File: config.mk
export PLATFORM = sky130hd
export DESIGN_NAME = time_set_editor
export DESIGN_NICKNAME = d
export VERILOG_FILES = /design/src/rtl/time_set_editor_pkg.sv /design/src/rtl/time_set_editor_button_debounce.sv /design/src/rtl/time_set_editor.sv
export SDC_FILE = /design/constraint.sdc
export NUM_CORES = 1
export LEC_CHECK = 0
export ABC_AREA = 1
export CAP_MARGIN = 20
export CORE_MARGIN = 2
export CORE_UTILIZATION = 54
export CTS_BUF_LIST = sky130_fd_sc_hd__clkbuf_4
export DETAILED_ROUTE_END_ITERATION = 7
export PLACE_DENSITY = 0.88
export SLEW_MARGIN = 20
export SYNTH_ARGS = -nofsm -noshare
export SYNTH_HDL_FRONTEND = slang
export SYNTH_SLANG_ARGS = --single-unit
File: constraint.sdc
create_clock -name clk -period 2 [get_ports clk]
set_input_delay 0.4 -clock clk [delete_from_list [all_inputs] [get_ports clk]]
set_output_delay 0.4 -clock clk [all_outputs]
set_load 0.02 [all_outputs]
File: src/rtl/time_set_editor_pkg.sv
// Shared definitions for the watch time editor: FSM states, cursor
// positions and the per-digit maxima used by the increment logic.
package time_set_editor_pkg;

  typedef enum logic [1:0] {
    S_IDLE   = 2'd0,
    S_LOAD   = 2'd1,
    S_EDIT   = 2'd2,
    S_COMMIT = 2'd3
  } state_t;

  localparam logic [1:0] CUR_H1 = 2'd3;
  localparam logic [1:0] CUR_H0 = 2'd2;
  localparam logic [1:0] CUR_M1 = 2'd1;
  localparam logic [1:0] CUR_M0 = 2'd0;

  localparam logic [3:0] MAX_H1    = 4'd2;
  localparam logic [3:0] MAX_H0_20 = 4'd3;  // hour0 limit while hour1 == 2
  localparam logic [3:0] MAX_H0    = 4'd9;
  localparam logic [3:0] MAX_M1    = 4'd5;
  localparam logic [3:0] MAX_M0    = 4'd9;

  // Increment a BCD digit, wrapping to 0 once it reaches (or exceeds) its max.
  function automatic logic [3:0] wrap_inc(input logic [3:0] d, input logic [3:0] max_val);
    return (d >= max_val) ? 4'd0 : d + 4'd1;
  endfunction

endpackage

File: src/rtl/time_set_editor_button_debounce.sv
// Raw button conditioning: two-flop synchroniser, level debounce that needs
// DEB_CYCLES consecutive differing samples before accepting a new level, and
// a rising-edge detector producing a single-cycle pulse per accepted press.
module time_set_editor_button_debounce #(
  parameter int DEB_CYCLES = 4
) (
  input  logic clk,
  input  logic reset,
  input  logic btn_raw,
  output logic pulse
);

  localparam int CW = $clog2(DEB_CYCLES + 1);
  localparam logic [CW-1:0] CNT_LOAD = CW'(DEB_CYCLES - 1);

  logic          sync1;
  logic          sync2;
  logic          level;
  logic          level_q;
  logic [CW-1:0] cnt;

  // Bring the asynchronous button into the clk domain.
  always_ff @(posedge clk) begin
    if (reset) begin
      sync1 <= 1'b0;
      sync2 <= 1'b0;
    end else begin
      sync1 <= btn_raw;
      sync2 <= sync1;
    end
  end

  // Down-count differing samples; any sample matching the accepted level rearms the timer.
  always_ff @(posedge clk) begin
    if (reset) begin
      cnt   <= '0;
      level <= 1'b0;
    end else if (sync2 == level) begin
      cnt <= CNT_LOAD;
    end else if (cnt == '0) begin
      level <= sync2;
      cnt   <= CNT_LOAD;
    end else begin
      cnt <= cnt - 1'b1;
    end
  end

  // Remember the previous accepted level for edge detection.
  always_ff @(posedge clk) begin
    if (reset) level_q <= 1'b0;
    else       level_q <= level;
  end

  assign pulse = level & ~level_q;

endmodule

File: src/rtl/time_set_editor.sv
// Watch time editor: captures the running time on entering edit mode, lets
// the user step a cursor across HH:MM and bump the digit under it within its
// legal range, blinks the selected digit, and pulses load on leaving edit.
//
//   state  | meaning
//   IDLE   | not editing, St_* hold last edited value
//   LOAD   | copy running time into St_*, cursor to hour1
//   EDIT   | buttons move cursor / increment digits, blink runs
//   COMMIT | one-cycle load pulse, watch adopts St_*
module time_set_editor
  import time_set_editor_pkg::*;
#(
  parameter int DEB_CYCLES = 4,
  parameter int BLINK_DIV  = 8
) (
  input  logic       clk,
  input  logic       reset,
  input  logic       setValue,
  input  logic       nextd,
  input  logic       upTime,
  input  logic       resetTime,
  input  logic [3:0] cur_h1,
  input  logic [3:0] cur_h0,
  input  logic [3:0] cur_m1,
  input  logic [3:0] cur_m0,
  output logic [3:0] St_hour1,
  output logic [3:0] St_hour0,
  output logic [3:0] St_min1,
  output logic [3:0] St_min0,
  output logic [1:0] cursor,
  output logic       blink,
  output logic       editing,
  output logic       load
);

  localparam int BW = $clog2(BLINK_DIV + 1);
  localparam logic [BW-1:0] BLINK_LOAD = BW'(BLINK_DIV - 1);

  state_t        state_q;
  state_t        state_d;
  logic          up_pulse;
  logic          next_pulse;
  logic          edit_act;
  logic          do_clear;
  logic          do_up;
  logic          do_next;
  logic [3:0]    h1_n;
  logic [3:0]    h0_n;
  logic [3:0]    m1_n;
  logic [3:0]    m0_n;
  logic [BW-1:0] blink_cnt;
  logic          blink_q;

  time_set_editor_button_debounce #(.DEB_CYCLES(DEB_CYCLES)) u_deb_next (
    .clk     (clk),
    .reset   (reset),
    .btn_raw (nextd),
    .pulse   (next_pulse)
  );

  time_set_editor_button_debounce #(.DEB_CYCLES(DEB_CYCLES)) u_deb_up (
    .clk     (clk),
    .reset   (reset),
    .btn_raw (upTime),
    .pulse   (up_pulse)
  );

  // State register.
  always_ff @(posedge clk) begin
    if (reset) state_q <= S_IDLE;
    else       state_q <= state_d;
  end

  // Next-state decode.
  always_comb begin
    state_d = state_q;
    case (state_q)
      S_IDLE:   if (setValue) state_d = S_LOAD;
      S_LOAD:   state_d = S_EDIT;
      S_EDIT:   if (!setValue) state_d = S_COMMIT;
      S_COMMIT: state_d = S_IDLE;
      default:  state_d = S_IDLE;
    endcase
  end

  assign editing  = (state_q == S_EDIT);
  assign load     = (state_q == S_COMMIT);
  // Button activity only counts while staying in EDIT; resetTime overrides both buttons.
  assign edit_act = editing && setValue;
  assign do_clear = edit_act && resetTime;
  assign do_up    = edit_act && !resetTime && up_pulse;
  assign do_next  = edit_act && !resetTime && next_pulse;

  // Incremented digit set for the current cursor, including the hour0 clamp.
  always_comb begin
    h1_n = St_hour1;
    h0_n = St_hour0;
    m1_n = St_min1;
    m0_n = St_min0;
    case (cursor)
      CUR_H1: begin
        h1_n = wrap_inc(St_hour1, MAX_H1);
        if (h1_n == MAX_H1 && St_hour0 > MAX_H0_20) h0_n = MAX_H0_20;
      end
      CUR_H0:  h0_n = wrap_inc(St_hour0, (St_hour1 == MAX_H1) ? MAX_H0_20 : MAX_H0);
      CUR_M1:  m1_n = wrap_inc(St_min1, MAX_M1);
      CUR_M0:  m0_n = wrap_inc(St_min0, MAX_M0);
      default: ;
    endcase
  end

  // Digit and cursor registers.
  always_ff @(posedge clk) begin
    if (reset) begin
      St_hour1 <= '0;
      St_hour0 <= '0;
      St_min1  <= '0;
      St_min0  <= '0;
      cursor   <= CUR_H1;
    end else if (state_q == S_LOAD) begin
      St_hour1 <= cur_h1;
      St_hour0 <= cur_h0;
      St_min1  <= cur_m1;
      St_min0  <= cur_m0;
      cursor   <= CUR_H1;
    end else if (do_clear) begin
      St_hour1 <= '0;
      St_hour0 <= '0;
      St_min1  <= '0;
      St_min0  <= '0;
      cursor   <= CUR_H1;
    end else begin
      if (do_up) begin
        St_hour1 <= h1_n;
        St_hour0 <= h0_n;
        St_min1  <= m1_n;
        St_min0  <= m0_n;
      end
      // Cursor moves after the increment has used the old position; 0 wraps to 3.
      if (do_next) cursor <= cursor - 2'd1;
    end
  end

  // Blink half-period timer; restarts on any button pulse so the edited digit stays visible.
  always_ff @(posedge clk) begin
    if (reset) begin
      blink_cnt <= '0;
      blink_q   <= 1'b0;
    end else if (!editing) begin
      blink_cnt <= BLINK_LOAD;
      blink_q   <= 1'b0;
    end else if (up_pulse || next_pulse) begin
      blink_cnt <= BLINK_LOAD;
      blink_q   <= 1'b0;
    end else if (blink_cnt == '0) begin
      blink_cnt <= BLINK_LOAD;
      blink_q   <= ~blink_q;
    end else begin
      blink_cnt <= blink_cnt - 1'b1;
    end
  end

  assign blink = blink_q & editing;

endmodule

Word level (Yosys, flattened, before mapping) --
Index checks and enable logic that the tools add are counted. Widths: inputs -> output; s select.
Storage, ports and cells: output and inout bits 21, register bits after elaboration 39, input port bits 22
Cells by class: add/sub/neg operators 8, mux-type cells 32, bitwise operators 9, eq/ne operators 13, reduce and logical (&&, ||, !) cells 30, order comparisons 5
Operator list (number):
- $mux 4 | 21
- $add 4x1->4 const B | 4
- $mux 2 | 6
- $reduce_and 2->1 | 6
- $reduce_bool 3->1 | 4
- $reduce_or 3->1 | 4
- $mux 3 | 3
- $eq 2x2->1 const B | 4
- $eq 4x2->1 const B | 2
- $pmux 2 s4 | 1
- $pmux 4 s2 | 1
- $logic_and 1x1->1 | 6
- $logic_not 3->1 | 2
- $not 1->1 | 6
- $sub 3x1->3 const B | 2
- $eq 2x1->1 const B | 2
- $ge 4x2->1 const B | 1
- $ge 4x3->1 const B | 1
- $ge 4x4->1 | 1
- $ge 4x4->1 const B | 1
- $gt 4x2->1 const B | 1
- $logic_not 2->1 | 2
- $logic_not 4->1 | 1
- $ne 2x2->1 const B | 2
- other kinds (10) | 13

Depth between registers and ports, before layout --
Gate-level depths: netlist (run 1).
depth after elaboration 9, mapped depth 13

By module --
From an unflattened synthesis (run 1), not the netlist that was laid out.
Unflattened totals: cells, all modules 341, area total of the unflattened synthesis 2359.8 um^2
By module, submodules not included:
- time_set_editor | times used 1, seq. area each 500.5 um^2, cells an instance 253, area each 1741.7 um^2
- time_set_editor_button_debounce | times used 2, seq. area each 140.1 um^2, cells an instance 44, area each 309.0 um^2

Least setup slack after synthesis (run 1) --
OpenSTA, ideal clock, no wires.
kind reg-to-reg, from register St_hour1[0], to register St_hour0[2], clock period less this slack 1.814 ns, cell stages (with the launch flop) 14, path slack 0.186 ns, required time 1.887 ns, data arrival time 1.702 ns, cell sequence dfxtp_1 -> inv_1 -> ha_1 -> nand2_1 -> inv_1 -> ha_1 -> inv_1 -> nor2_1 -> nand2_1 -> and2_1 -> nand3_1 -> nand2_1 -> nor2_1 -> nor2_1
On the way: cells in the longest elaborated chain, start to end 8, elaborated cells between the ends (all ways) 15
Ends and longest elaborated chain:
- from (decl) | RTL line time_set_editor.sv:26 | output logic [3:0] St_hour1,
- from (signal assigned) | RTL line time_set_editor.sv:121 | St_hour1 <= cur_h1;
- from (signal assigned) | RTL line time_set_editor.sv:134 | St_hour1 <= h1_n;
- $eq 4x2->1 | RTL line time_set_editor.sv:105 | CUR_H0: h0_n = wrap_inc(St_hour0, (St_hour1 == MAX_H1) ? MAX_H0_20 : MAX_H0);
- $mux 4 | RTL line time_set_editor.sv:105
- $ge 4x4->1 | RTL line time_set_editor_pkg.sv:25 | return (d >= max_val) ? 4'd0 : d + 4'd1;
- $mux 4 | RTL line time_set_editor_pkg.sv:25
- $pmux 4 s2 | RTL line time_set_editor.sv:100 | case (cursor)
- $mux 4 | RTL line time_set_editor.sv:133 | if (do_up) begin
- $mux 4 | RTL line time_set_editor.sv:126 | end else if (do_clear) begin
- $mux 4 | RTL line time_set_editor.sv:120 | end else if (state_q == S_LOAD) begin
- to (signal assigned) | RTL line time_set_editor.sv:122 | St_hour0 <= cur_h0;
- to (signal assigned) | RTL line time_set_editor.sv:135 | St_hour0 <= h0_n;
- to (decl) | RTL line time_set_editor.sv:27 | output logic [3:0] St_hour0,
Parallel ways exist; a longest one is shown, timed or not. The select of a mux whose other input is x is not followed. A chain may end at the register's enable or synchronous reset.

Final worst setup path (run 1) --
from register St_hour0[2], to output St_hour0[2]
No word-level cell between the ends.

==> results of run 1 <==
[worst max path at each step]
stage | cells past startpoint | slack, ns | endpoint
6_report | 1 | 0.08 | St_hour0[2]
3_5_place_dp | 8 | 0.12 | St_min1[0]$_SDFFE_PP0P_
2_1_floorplan | 13 | 0.19 | St_hour0[2]$_SDFFE_PP0P_
3_3_place_gp | 9 | 0.19 | St_min1[2]$_SDFFE_PP0P_
5_1_grt | 13 | 0.001 | St_hour0[3]$_SDFFE_PP0P_
4_1_cts | 2 | 0.10 | load
[stage by stage]
stage	instances	hold slack (ns)
floorplan	309	0.3883
global placement	398	0.3928
detailed placement	398	0.4056
CTS	406	0.4193
global route	406	0.4204
finish	406	0.4162
[kinds of logic (layout without fill, tap and decap cells)]
logic type / after synthesis / in the layout
and+or+nand+nor: 121 / 121
buffers and inverters: 62 / 109
AOI/OAI and AO/OA: 56 / 56
DFF: 39 / 39
adders and majority gates: 25 / 25
xor gates and xnor gates: 6 / 6
[flip-flops by register name, summed over array words and instances (netlist names), 2 cells and up]
register and cells:
u_deb_next.cnt 3, St_min0 4, cursor 2, St_hour0 4, St_hour1 4, u_deb_up.cnt 3, St_min1 4, blink_cnt 4
state_q 2
[layout make-up]
type / instances / area share, %
clock buffers: 5 / 1.333
repair buffers: 46 / 15.96
clock inverters: 3 / 1.511
well taps: 50 / 2.222
inverters: 55 / 7.422
multi-input cells: 208 / 43.73
flip-flops and latches: 39 / 27.82
[cell usage in the layout, fill, tap and decap left out, types with 2 or more instances in the layout]
master           netlist  routed
inv_1                 49      49
nand2_1               48      47
clkdlybuf4s50_1        0      40
dfxtp_1               39      37
nor2_1                33      33
ha_1                  25      25
nand3_1               21      21
a21oi_1               20      19
o21ai_0               17      17
o21ai_1                7       7
clkbuf_4               0       5
nand2_2                3       4
inv_2                  4       4
a21oi_2                3       4
xor2_1                 4       4
nor3_1                 4       4
buf_4                  0       4
nand4_1                3       3
a31oi_1                3       3
dfxtp_2                0       2
nand3_2                2       2
nand2_4                2       2
o21ai_2                2       2
xnor2_1                2       2
a211oi_1               2       2
or2_2                  2       2
clkinv_1               1       2
[timing repair]
item / CTS / global route
resized for setup: 2 / 5
setup endpoints to repair: 2 / 4
gates cloned: 0 / 0
[per-layer routing]
metal	share of wire, %	wire length [um]	vias up	track usage [%]
met5	0	0	-	0
met4	2.1	102	0	9.250
met3	5.3	253	11	4.058
met2	50	2388	72	37.14
met1	43	2065	954	24.97
li1	-	-	1081	-
[power by group through the flow]
stage | combinational [uW] | sequential, uW | clock [uW]
floorplan | 1150 | 1300 | 0
global placement | 1800 | 1170 | 0
detailed placement | 1870 | 1180 | 0
CTS | 1880 | 1160 | 556
global route | 2120 | 1200 | 589
finish | 1900 | 1170 | 553
==> run metrics, run 1 <==
Post-Synth Simple-Gate Area 24.21%; post-DR vias/cell 5.217; Psw 1625 uW; postcts setup bufs 0; worst clock skew 0.006343 ns; Post-route DRC 0; synth cell count leaders inv_1 (49), nand2_1 (48), dfxtp_1 (39), nor2_1 (33), ha_1 (25); Synth Instances 309; Main synth FF type dfxtp_1; f_max 0.5217 GHz; final antenna-violating net count 0; most frequent cell after synthesis inv_1; synthesized area 2253 sq um; hold_buf cts 0; Design Power 3623 uW; TritonCTS clock tree yes; Core Region 4000 sq um; WL/cell 11.84 um; Post-Synth XOR/XNOR Area 2.332%; Hold Crit Endpoint u_deb_up.sync2$_SDFF_PP0_; number of synthesized flops with an enable pin 0; Layout fillers 324; slowest CP cell clkdlybuf4s50_1; min-delay worst type reg2reg; share of the synthesized area in the top cell type 34.65%; max_cap viols 0; Internal Power 1998 uW; worst skew pair latency 0.36 ns; sequential-to-total area share from yosys stat 34.65%; Adder-Cell Fraction of Synth Area 13.88%; hpwl dp 3557 um; Synth Warn # 0; arrival time worst endpoint 1.52 ns; drt first pass iters 5; Reg area 783.3 sq um; Leak 0.001370 uW; crit path buf inv count 1; Die ar. 4706 sq um; Synthesized Nets 356; placed cell area 2728 sq um; area leader, netlist dfxtp_1; share of layout cells above drive strength 1 10.11%; worst reg2reg setup slack 0.19 ns; H-tree depth 2; clk sinks 39; Peak VDD IR 0.5708 mV; syn avg cell area 7.293 sq um; slowest stage delay, CP 0.66 ns; post-synthesis async set-or-reset flop share 0%; initial antenna violation count 0; Routed Wire Length 4809 um; vias post-DR 2118; pwr dens 1287 nW/um^2; Die H 68.60 um; Initial DRC Count 204; Critical Path Start Type flop; CP max FO 7; worst path cell trace clkdlybuf4s50_1; fin crit share 95.83%; CTS Buffer Depth 2; worst endpoint required time 1.60 ns; Tmin final 1.917 ns; Min-Delay Startpoint u_deb_up.sync1$_SDFF_PP0_; area delta synth->final 24.93%; outcome completed; Worst setup EP type primary output; vias in the first global route 1802; register bit total from synthesis 39; Root Driver clkbuf_4; die width 68.60 um; first-pass GRT wire length 7514 um; Hold Crit Depth 2; largest net degree at the start of global routing 18; Setup WS pre-CTS 0.1188 ns; multiplexer share of the synthesized area 0%; max-slew violations 0; Sequential Power Share 32.4%; setup total negative slack 0 ns; Worst Reg2Reg Path Length in Cells 13; setup violators final 0; final worst slack 0.08335 ns; cts bufs inserted 5; final core utilization 70.38%; Clk pwr share 15.3%; Remaining Overflow, GRT 0; GRT Total Usage 21.19%; compound-cell area share of the yosys netlist 13.94%; clk slew on worst S/H paths 0.13 ns; Port Buffer Count 42; worst-margin pin slew 0.4102 ns; multi-input logic area 1231 sq um; Starting Density 56.33%; CP Class reg2out; largest cells by area after synthesis dfxtp_1 (35%), ha_1 (14%), inv_1 (8.2%), nand2_1 (8.0%), nor2_1 (5.5%); switching portion of total power 44.85%; # IOs 43; main combinational cell family by area after synthesis simple AND/OR/NAND/NOR gates; Slew Limit Headroom 72.36%; antenna cells 0; post-route cell area 2815 sq um; RR Endpoint St_hour0[3]$_SDFFE_PP0P_; Reg2Reg Launch Point St_hour1[0]$_SDFFE_PP0P_; unique cell type count in the Yosys netlist 33; CP top delay family buffers and inverters; RSZ-0062 raised after global routing false; Hold Vio Cnt, Final 0; Gate power share 52.4%; Final Wtd Congestion 0.8732; crit path launch St_hour0[2]$_SDFFE_PP0P_; std cell rows 23; Final #Nets 402
No activity file was read; power rests on OpenSTA's default activity.
==> inputs of run 2 (changes only) <==
PLACE_DENSITY = not set   (was 0.88)
PLACE_DENSITY_LB_ADDON = 0.1   (was not set)
SKIP_LAST_GASP = 1   (was not set)
==> run 2 against run 1 <==
Effect of this change:
- worst setup slack improved by 0.0049 ns
- first-iteration DRC count is 63% lower
- routed wire length down 4.8%
- highest routed layer unchanged
- largest cell class unchanged
- flip-flop and latch count unchanged
- critical endpoint is now blink
- clock power shrank 24%
- non-clock buffer count is 1 lower
- cell count shrank 0.25%
- combinational power down 4%
- global-route usage is 0.18 points lower
==> run metrics, run 2 (synthesis gave the netlist of run 1 again) <==
Hold Vio Cnt, Final 0 (unchanged); Critical Path Start Type flop; drt first pass iters 4 (-1); share of layout cells above drive strength 1 9.296% (-0.82 points); Starting Density 56.33% (unchanged); post-route cell area 2778 sq um (-1.3%); slowest CP cell dfxtp_1; f_max 0.5231 GHz (+0.26%); cts bufs inserted 5 (unchanged); area delta synth->final 23.26%; placed cell area 2720 sq um (-0.28%); # IOs 43 (unchanged); slowest stage delay, CP 0.35 ns (-0.31 ns); worst clock skew 0.01154 ns (+0.005196 ns); Die H 68.60 um (unchanged); Min-Delay Startpoint u_deb_up.sync1$_SDFF_PP0_; Post-route DRC 0 (unchanged); postcts setup bufs 0 (unchanged); Reg2Reg Launch Point St_hour1[0]$_SDFFE_PP0P_; min-delay worst type reg2reg; Remaining Overflow, GRT 0 (unchanged); CP max FO 6 (-1); worst endpoint required time 1.60 ns (about the same); vias in the first global route 1755 (-2.6%); commonest non-fill, non-tap cell in the layout inv_1; Core Region 4000 sq um (unchanged); antenna cells 0 (unchanged); Worst Reg2Reg Path Length in Cells 11 (-2); H-tree depth 2 (unchanged); first-pass GRT wire length 7424 um (-1.2%); Final #Nets 401 (-0.25%); outcome completed; post-DR vias/cell 4.943 (-5.2%); CTS Buffer Depth 2 (unchanged); CP top delay family buffers and inverters; Initial DRC Count 75 (-63%); fin crit share 95.59% (-0.25 points); CP Class reg2out; hpwl dp 3446 um (-3.1%); worst path cell trace inv_1, ha_2, nand2_1, inv_1, dlygate4sd2_1; placed cell count 397 (-0.25%); clk slew on worst S/H paths 0.13 ns (about the same); Non-Filler Instances 405 (-0.25%); TritonCTS clock tree yes; RR Endpoint St_hour0[3]$_SDFFE_PP0P_; Final Wtd Congestion 0.8020 (-8.2%); setup violators final 0 (unchanged); arrival time worst endpoint 1.51 ns (about the same); Root Driver clkbuf_4; final core utilization 69.44% (-0.94 points); max_cap viols 0 (unchanged); WL/cell 11.30 um (-4.6%); setup total negative slack 0 ns (unchanged); crit path buf inv count 3 (+2); most frequent CP cell inv_1; Port Buffer Count 42 (unchanged); Worst setup EP type primary output; Hold Crit Endpoint u_deb_up.sync2$_SDFF_PP0_; worst skew pair latency 0.35 ns (about the same); most frequent cells in the layout inv_1 (49), nand2_1 (48), clkdlybuf4s50_1 (40); Die ar. 4706 sq um (unchanged); clk sinks 39 (unchanged); largest net degree at the start of global routing 18 (unchanged); std cell rows 23 (unchanged); worst-margin pin slew 0.4889 ns (+0.07864 ns); GRT Total Usage 21.01% (-0.18 points); final antenna-violating net count 0 (unchanged); max-slew violations 0 (unchanged); RSZ-0062 raised after global routing false; worst reg2reg setup slack 0.16 ns (-0.03 ns); die width 68.60 um (unchanged); Leak 0.001354 uW (-1.1%); vias post-DR 2002 (-5.5%); Slew Limit Headroom 67.06% (-5.3 points); Tmin final 1.912 ns (-0.004915 ns); Peak VDD IR 0.7029 mV (+23%); pwr dens 1230 nW/um^2 (-4.5%); Hold Crit Depth 2 (unchanged); Routed Wire Length 4576 um (-4.8%); initial antenna violation count 0 (unchanged)
## run 2: per-layer routing
layer	vias up	GRT usage, %	routed length (um)
met5	-	0	0
met4	0	8.250	70
met3	5	5.844	197
met2	30	34.50	2170
met1	898	25.96	2137
li1	1069	-	-
## run 2: worst max path at each step
stage | from | to | slack (ns) | cells after the start
after floorplan | St_hour1[0]$_SDFFE_PP0P_ | St_hour0[2]$_SDFFE_PP0P_ | 0.19 | 13
after global placement | resetTime | St_min1[0]$_SDFFE_PP0P_ | 0.18 | 8
after detailed placement | resetTime | St_min1[2]$_SDFFE_PP0P_ | 0.13 | 9
after CTS | state_q[0]$_SDFFE_PP0P_ | blink | 0.08 | 5
after global routing | St_hour1[0]$_SDFFE_PP0P_ | St_hour0[3]$_SDFFE_PP0P_ | 0.003 | 13
final | state_q[0]$_SDFFE_PP0P_ | blink | 0.09 | 5
## run 2: final cells by class
class | count | area (sq um)
Inverter | 55 | 209.0
Clock buffer | 6 | 45.04
Fill cell | 342 | 1222
Tap cell | 50 | 62.56
Clock inverter | 2 | 12.51
Multi-Input combinational cell | 208 | 1227
Sequential cell | 39 | 780.7
Timing Repair Buffer | 45 | 440.4
## run 2: worst register-to-register path, stage by stage, from the launching register on
cell and delay (ns):
dfxtp_1 0.39, inv_1 0.09, ha_1 0.21, nand2_1 0.10, inv_1 0.05, ha_1 0.28
a21oi_1 0.23, and2_1 0.18, nand3_1 0.08, nand2_1 0.07, nor2_1 0.04, nor2_1 0.09
## run 2: per-stage QoR
step,worst slack (ns),hold slack (ns),total power (uW)
final,0.08826,0.4098,3415
after global routing,0.002924,0.4286,3742
after CTS,0.07787,0.4120,3437
after detailed placement,0.1330,0.3955,3025
after global placement,0.1791,0.3884,2975
after floorplan,0.1856,0.3883,2452
## run 2: where the power goes
group	internal, uW	total [uW]	switching (uW)	leakage (uW)
Combinational	756	1830	1070	0.00100
Sequential	960	1160	204	0.000321
Clock	149	421	271	0.0000317
Total	1870	3420	1550	0.00135
## run 2: timing repair
action                                  4_1_cts  5_1_grt
gates resized for setup                       3        0
endpoints found under the setup margin        2        0
hold buffers                                  0        0
